File: src/rtl/ahb3lite_pkg.sv
// Shared AHB3-lite encodings, the command record and the alignment rule used by the master.
package ahb3lite_pkg;

    localparam logic [1:0] HTRANS_IDLE   = 2'b00;
    localparam logic [1:0] HTRANS_NONSEQ = 2'b10;

    localparam logic [2:0] HSIZE_BYTE  = 3'd0;
    localparam logic [2:0] HSIZE_HWORD = 3'd1;
    localparam logic [2:0] HSIZE_WORD  = 3'd2;

    localparam logic [2:0] HBURST_SINGLE = 3'd0;

    localparam logic HRESP_OKAY  = 1'b0;
    localparam logic HRESP_ERROR = 1'b1;

    typedef struct packed {
        logic        write;
        logic [31:0] addr;
        logic [2:0]  size;
        logic [31:0] wdata;
    } ahb3lite_cmd_t;

    // Only the two address LSBs matter; anything wider than a word is never legal here.
    function automatic logic ahb3lite_misaligned(input logic [1:0] addr, input logic [2:0] size);
        case (size)
            HSIZE_BYTE:  return 1'b0;
            HSIZE_HWORD: return addr[0];
            HSIZE_WORD:  return addr != 2'b00;
            default:     return 1'b1;
        endcase
    endfunction

endpackage

File: src/rtl/ahb3lite_master.sv
// ahb3lite_master: single-transfer AHB3-lite initiator with valid/ready commands and in-order responses.
// Define AHB3LITE_MASTER_PIPELINE_EN to overlap the next address phase with the current data phase.
module ahb3lite_master
    import ahb3lite_pkg::*;
#(
    parameter logic [3:0] HPROT_VAL = 4'b0011
) (
    input  logic        CLK,
    input  logic        RESET,
    input  logic        CMD_VALID,
    output logic        CMD_READY,
    input  logic        CMD_WRITE,
    input  logic [31:0] CMD_ADDR,
    input  logic [2:0]  CMD_SIZE,
    input  logic [31:0] CMD_WDATA,
    output logic        RSP_VALID,
    output logic [31:0] RSP_RDATA,
    output logic        RSP_ERR,
    output logic        RSP_CANCEL,
    output logic [31:0] HADDR,
    output logic        HWRITE,
    output logic [2:0]  HSIZE,
    output logic [2:0]  HBURST,
    output logic [3:0]  HPROT,
    output logic [1:0]  HTRANS,
    output logic        HMASTLOCK,
    output logic [31:0] HWDATA,
    input  logic        HREADY,
    input  logic [31:0] HRDATA,
    input  logic        HRESP
);

    logic          ap_v, dp_v, cancel_pend, dp_write;
    ahb3lite_cmd_t ap_cmd;
    logic [31:0]   hwdata_q;
    logic          rsp_valid_q, rsp_err_q, rsp_cancel_q;
    logic [31:0]   rsp_rdata_q;

    logic          ap_v_n, dp_v_n, cancel_pend_n, dp_write_n;
    ahb3lite_cmd_t ap_cmd_n, cmd_in;
    logic [31:0]   hwdata_n;
    logic          rsp_valid_n, rsp_err_n, rsp_cancel_n;
    logic [31:0]   rsp_rdata_n;

    logic misaligned, bus_idle, base_ready, accept, err_first, ap_done, dp_done;

    assign cmd_in     = '{write: CMD_WRITE, addr: CMD_ADDR, size: CMD_SIZE, wdata: CMD_WDATA};
    assign misaligned = ahb3lite_misaligned(CMD_ADDR[1:0], CMD_SIZE);
    assign bus_idle   = ~ap_v & ~dp_v & ~cancel_pend;

`ifdef AHB3LITE_MASTER_PIPELINE_EN
    assign base_ready = ~cancel_pend & (~ap_v | (HREADY & (HRESP == HRESP_OKAY)));
`else
    assign base_ready = bus_idle;
`endif

    // Misaligned commands never touch the bus, so they wait for a quiet bus to keep responses ordered.
    assign CMD_READY = ~RESET & base_ready & (~misaligned | bus_idle);
    assign accept    = CMD_VALID & CMD_READY;
    assign err_first = dp_v & ~HREADY & (HRESP == HRESP_ERROR);
    assign ap_done   = ap_v & HREADY;
    assign dp_done   = dp_v & HREADY;

    always_comb begin
        ap_v_n        = ap_v;
        ap_cmd_n      = ap_cmd;
        dp_v_n        = dp_v;
        dp_write_n    = dp_write;
        hwdata_n      = hwdata_q;
        cancel_pend_n = cancel_pend;
        rsp_valid_n   = 1'b0;
        rsp_err_n     = 1'b0;
        rsp_cancel_n  = 1'b0;
        rsp_rdata_n   = '0;

        if (dp_done) begin
            dp_v_n      = 1'b0;
            rsp_valid_n = 1'b1;
            rsp_err_n   = (HRESP == HRESP_ERROR);
            rsp_rdata_n = (~dp_write & (HRESP == HRESP_OKAY)) ? HRDATA : '0;
        end else if (cancel_pend & ~dp_v) begin
            cancel_pend_n = 1'b0;
            rsp_valid_n   = 1'b1;
            rsp_err_n     = 1'b1;
            rsp_cancel_n  = 1'b1;
        end else if (accept & misaligned) begin
            rsp_valid_n = 1'b1;
            rsp_err_n   = 1'b1;
        end

        // The first ERROR cycle withdraws a queued address phase instead of letting it complete.
        if (err_first) begin
            ap_v_n        = 1'b0;
            cancel_pend_n = cancel_pend | ap_v;
        end else if (ap_done) begin
            ap_v_n     = 1'b0;
            dp_v_n     = 1'b1;
            dp_write_n = ap_cmd.write;
            hwdata_n   = ap_cmd.wdata;
        end

        if (accept & ~misaligned) begin
            ap_v_n   = 1'b1;
            ap_cmd_n = cmd_in;
        end
    end

    always_ff @(posedge CLK) begin
        if (RESET) begin
            ap_v         <= 1'b0;
            ap_cmd       <= '0;
            dp_v         <= 1'b0;
            dp_write     <= 1'b0;
            hwdata_q     <= '0;
            cancel_pend  <= 1'b0;
            rsp_valid_q  <= 1'b0;
            rsp_err_q    <= 1'b0;
            rsp_cancel_q <= 1'b0;
            rsp_rdata_q  <= '0;
        end else begin
            ap_v         <= ap_v_n;
            ap_cmd       <= ap_cmd_n;
            dp_v         <= dp_v_n;
            dp_write     <= dp_write_n;
            hwdata_q     <= hwdata_n;
            cancel_pend  <= cancel_pend_n;
            rsp_valid_q  <= rsp_valid_n;
            rsp_err_q    <= rsp_err_n;
            rsp_cancel_q <= rsp_cancel_n;
            rsp_rdata_q  <= rsp_rdata_n;
        end
    end

    assign HTRANS     = ap_v ? HTRANS_NONSEQ : HTRANS_IDLE;
    assign HADDR      = ap_cmd.addr;
    assign HWRITE     = ap_cmd.write;
    assign HSIZE      = ap_cmd.size;
    assign HWDATA     = hwdata_q;
    assign HBURST     = HBURST_SINGLE;
    assign HPROT      = HPROT_VAL;
    assign HMASTLOCK  = 1'b0;
    assign RSP_VALID  = rsp_valid_q;
    assign RSP_RDATA  = rsp_rdata_q;
    assign RSP_ERR    = rsp_err_q;
    assign RSP_CANCEL = rsp_cancel_q;

endmodule

File: config.mk
export PLATFORM = sky130hd
export DESIGN_NAME = ahb3lite_master
export DESIGN_NICKNAME = d
export VERILOG_FILES = /design/src/rtl/ahb3lite_pkg.sv /design/src/rtl/ahb3lite_master.sv
export SDC_FILE = /design/constraint.sdc
export NUM_CORES = 1
export LEC_CHECK = 0
export BUFFER_PORTS_ARGS = -buffer_cell sky130_fd_sc_hd__buf_2
export CORE_MARGIN = 5
export CORE_UTILIZATION = 30
export DETAILED_ROUTE_END_ITERATION = 12
export GPL_TIMING_DRIVEN = 0
export PLACE_DENSITY = 0.54
export SETUP_SLACK_MARGIN = 0.1
export SYNTH_ARGS = -nofsm -noshare
export SYNTH_HDL_FRONTEND = slang
export SYNTH_SLANG_ARGS = --single-unit
export TNS_END_PERCENT = 10
File: constraint.sdc
create_clock -name CLK -period 4.66 [get_ports CLK]
set_input_delay 0.466 -clock CLK [delete_from_list [all_inputs] [get_ports CLK]]
set_output_delay 0.466 -clock CLK [all_outputs]
set_load 0.03 [all_outputs]
; ---- Word-level counts from Yosys, hierarchy flattened
; Cells that the tools add are included.
[totals]
reg_bits = 139
latchBits = 0
rom_bits = 0
ram_bits = 0
n_memories = 0
[op_classes]
n_lt_le_gt_ge = 0
div_mod_pow = 0
add_sub_neg = 0
bitwise_logic = 26
n_reduce_logical = 8
eq_ne = 3
n_mul = 0
mux = 16
shifts = 0
[ops]
columns = op, count
row1 = 1-bit 2-to-1 mux, 14
row2 = 1-bit AND, 13
row3 = 1-bit NOT, 11
row4 = 2-bit AND reduction, 2
row5 = 2-bit nonzero test, 2
row6 = 3-bit by 1-bit equality test with 1-bit output (second input constant), 1
row7 = 3-bit by 2-bit equality test with 1-bit output (second input constant), 1
row8 = 3-bit zero test, 1
row9 = 1-bit case mux with 3 select lines, 1
row10 = 3-bit nonzero test, 1
row11 = 3-bit OR reduction, 1
row12 = 2-bit 2-to-1 mux, 1
row13 = 2-bit != test (second input constant), 1
row14 = 1-bit OR, 2
row15 = 2-bit OR reduction, 1

; ---- Logic depth before layout (Yosys ltp)
[depth]
depth_word = 10
ltp_mapped = 6
ltp_nobuf = 4

; ---- Least setup slack after synthesis
; OpenSTA, ideal clock, no wires.
[synth_path]
path_kind = input to register
start = input CMD_SIZE[0]
end = register ap_cmd[10] (netlist bit)
path_stages = 6
arrival_ns = 1.839
t_required_ns = 4.588
slack_ns = 2.749
path_cell_list = or3_1 a2111oi_4 buf_4 buf_8 buf_12 mux2i_1
[synth_via]
elab_chain_len = 7
word_cells_on_any_way = 9
classes_between = eq/ne (2) / mux (1) / bitwise (5) / reduce/logical (1)
[synth_lines]
columns = item, line_no
row1 = "start, declared", ahb3lite_master.sv:14  ; input logic [2:0] CMD_SIZE,
row2 = "3-bit by 2-bit equality test with 1-bit output, or another cell as far along", ahb3lite_pkg.sv:25  ; case (size)
row3 = 1-bit case mux with 3 select lines *, ahb3lite_pkg.sv:25
row4 = 1-bit NOT *, "ahb3lite_master.sv:58, ahb3lite_master.sv:102"
row5 = 1-bit OR, ahb3lite_master.sv:58  ; assign CMD_READY = ~RESET & base_ready & (~misaligned | bus_idle);
row6 = 1-bit AND, ahb3lite_master.sv:58
row7 = 1-bit AND, ahb3lite_master.sv:59  ; assign accept = CMD_VALID & CMD_READY;
row8 = 1-bit AND *, ahb3lite_master.sv:102  ; if (accept & ~misaligned) begin
row9 = "end signal, assigned", ahb3lite_master.sv:122  ; ap_cmd <= ap_cmd_n;
row10 = "end, declared", ahb3lite_master.sv:34  ; ahb3lite_cmd_t ap_cmd;
; Mark *: on every way between the ends. The rest lies on a longest branch, timed or not.
; A chain may end at the register's enable or synchronous reset.

==> run_results.csv <==
group,metric,value,unit
yosys,ys_seq_area_frac,0.495,
floorplanning,die_y,147,µm
cells_and_area,final_layout_size_suffix_gt1_frac,0.358,
clocking,insertion_delay,0.42,ns
route,ant_nets,0,
critical_path,cp.required,4.19,ns
critical_path,end_kind,"output pin",
sta,setup_viol,0,
global_routing,grt_usage,0.136,
critical_path,worstSetupStartpointType,"flop",
global_routing,grt_pass1_vias,4458,
clocking,hold_buffers,0,
sta,fmax,473,MHz
place,port_buffers,209,
route,wl,14600,µm
sta,timing.final.crit_period,2.12,ns
pwr,power_leakage,3.39,nW
critical_path,crit_end,"CMD_READY",
critical_path,rr_worst_depth,6,
clocking,cts_tree,"yes",
cells_and_area,final_area,7610,µm²
place,gp_congestion,0.693,
cells_and_area,final_util,0.410,
sta,relSlewSlack,0.403,
sta,finalCritPeriodShare,0.454,
critical_path,crit_buf_inv,2,
status,status,"completed",
yosys,yosysMostFrequentCell,"dfxtp_1",
yosys,async_flop_share,0,
sta,setup_tns,0,ns
sta,worstMarginPinSlew,0.887,ns
critical_path,rrSetupSlack,2.72,ns
clocking,clockBufferDepth,2,
floorplanning,die_area,21600,µm²
clocking,htree_num_levels,4,
yosys,synth_flop_cell,"dfxtp_1",
pwr,ir_worst_vdd,0.000299,V
yosys,postSynthAreaPerCell,9.68,µm²
cells_and_area,nets,921,
yosys,synth_edf_count,0,
route,avgRoutedWirePerCell,13.7,µm
clocking,post_cts_resized,0,
hold_path,holdCritPathClass,"primary input to flop",
yosys,ys_top_cells_by_area,"dfxtp_1, nand2b_1, mux2i_1, buf_4, nand2_1",
clocking,cts.sinks,139,
floorplanning,row_count,50,
critical_path,crit_type,"flop to output pin",
sta,hold_viol,0,
critical_path,crit_slowest_cell,"or4_4",
flow_run,maxCapViolations,0,
floorplanning,die_w,147,µm
critical_path,cp_max_fo,7,
yosys,synth_cell_types,25,
floorplanning,initial_core_util,0.303,
clocking,clk_pin_slew,0.06,ns
global_routing,grt_overflow_total,0,
sta,slew_violations,0,
clocking,post-cts-setup-buffers,0,
place,dp_hpwl,10900,µm
yosys,yosys-top-cells-count,"dfxtp_1, nand2b_1, nand2_1, mux2i_1, buf_4",
yosys,netlist.area_leader.share,0.495,
route,vias_per_cell,4.15,
critical_path,critical_path_arrival,1.65,ns
route,num_vias,4410,
floorplanning,core,18600,µm²
floorplanning,io_pins,219,
route,drt-initial-drc-count,90,
global_routing,grt_pass1_wl,23000,µm
route,drc,0,
critical_path,cp_num_cells,3,
cells_and_area,syn2layout_area_growth,35.2,%
yosys,ys_ff_latch,139,
global_routing,antenna_found_initial,1,
sta,grt_setup_unrepaired,"false",
critical_path,crit_chain,"or4_4 -> inv_1 -> buf_2",
clocking,cts_buffers,17,
place,placed_area,6990,µm²
pwr,cellPowerDensity,370,nW/µm²
cells_and_area,antennaDiodeCount,0,
global_routing,grt_max_degree,17,
clocking,clockRootBuffer,"clkbuf_16",
route,firstDrtPassIters,4,
sta,fin_skew,0.00720,ns
yosys,ys_warn_count,0,
yosys,yosysTopAreaCell,"dfxtp_1",
yosys,synthCells,581,
critical_path,r2r_end,"ap_cmd[9]",
critical_path,path_delay_family,"simple AND/OR/NAND/NOR gates",
yosys,synth_area,5630,µm²
critical_path,max_stage_delay,0.57,ns
-- placed cells by master, fill, tap and decap left out, drive strengths merged, types with 7 or more instances in the layout --
cell type / instances
a21oi: 36
and2: 33
buf: 262
clkbuf: 48
clkinv: 7
conb: 9
dfxtp: 139
mux2i: 68
nand2: 69
nand2b: 135
-- layer usage --
layer | share of wire | vias to the layer above | track usage
li1 | - | 2270 | -
met1 | 0.42 | 1979 | 0.153
met2 | 0.46 | 149 | 0.216
met3 | 0.11 | 12 | 0.0722
met4 | 0.015 | 0 | 0.0559
met5 | 0 | - | 0
-- sequential cells by signal (all words and copies together), names as in the netlist, named ones only --
signal and cells:
ap_v 1, RSP_CANCEL 1, RSP_VALID 1, HADDR 32, HWRITE 1, HWDATA 32, HSIZE 3, dp_write 1
cancel_pend 1, ap_cmd 32, RSP_ERR 1, RSP_RDATA 32
-- logic make-up after synthesis --
kind of cell | share of synthesized area
multiplexers | 0.121
AO/OA/AOI/OAI | 0.0429
flip-flops | 0.495
buffers and inverters | 0.0950
other | 0.00133
AND/OR/NAND/NOR | 0.245
-- metrics by stage --
step / power, mW / hold WS, ns / worst slack [ns] / std cells
after floorplan: 1.36 / 0.432 / 2.75 / 588
after global placement: 1.44 / 0.439 / 2.37 / 1031
after detailed placement: 1.44 / 0.444 / 2.40 / 1031
after CTS: 2.87 / 0.209 / 2.50 / 1063
after global routing: 2.93 / 0.212 / 2.47 / 1063
final: 2.82 / 0.237 / 2.54 / 1063
-- power breakdown --
group	internal, mW	switching (mW)	total (mW)	leakage, nW
clock network	0.873	0.539	1.41	0.304
registers	1.20	0.00725	1.21	1.12
logic	0.0945	0.0998	0.194	1.96
total	2.17	0.646	2.82	3.39
-- area by class of cell --
| class | instances | area [µm²] |
|---|---|---|
| buffer | 82 | 527 |
| fill | 1903 | 11000 |
| clock inverter | 13 | 165 |
| inverter | 2 | 7.51 |
| multi-input combinational | 365 | 2340 |
| sequential | 139 | 2780 |
| timing repair buffer | 209 | 1050 |
| clock buffer | 19 | 453 |
| tap | 234 | 293 |
-- worst min path at each step --
stage	start	cells after the start	slack (ns)	endpoint
floorplan	ap_cmd[0]	2	0.43	HWDATA[0]
global placement	HWDATA[0]	2	0.44	HWDATA[0]
detailed placement	ap_cmd[4]	2	0.44	HWDATA[4]
CTS	HRDATA[25]	2	0.21	RSP_RDATA[25]
global route	HRDATA[10]	2	0.21	RSP_RDATA[10]
finish	HRDATA[5]	2	0.24	RSP_RDATA[5]
(Power assumes the default switching activity.)
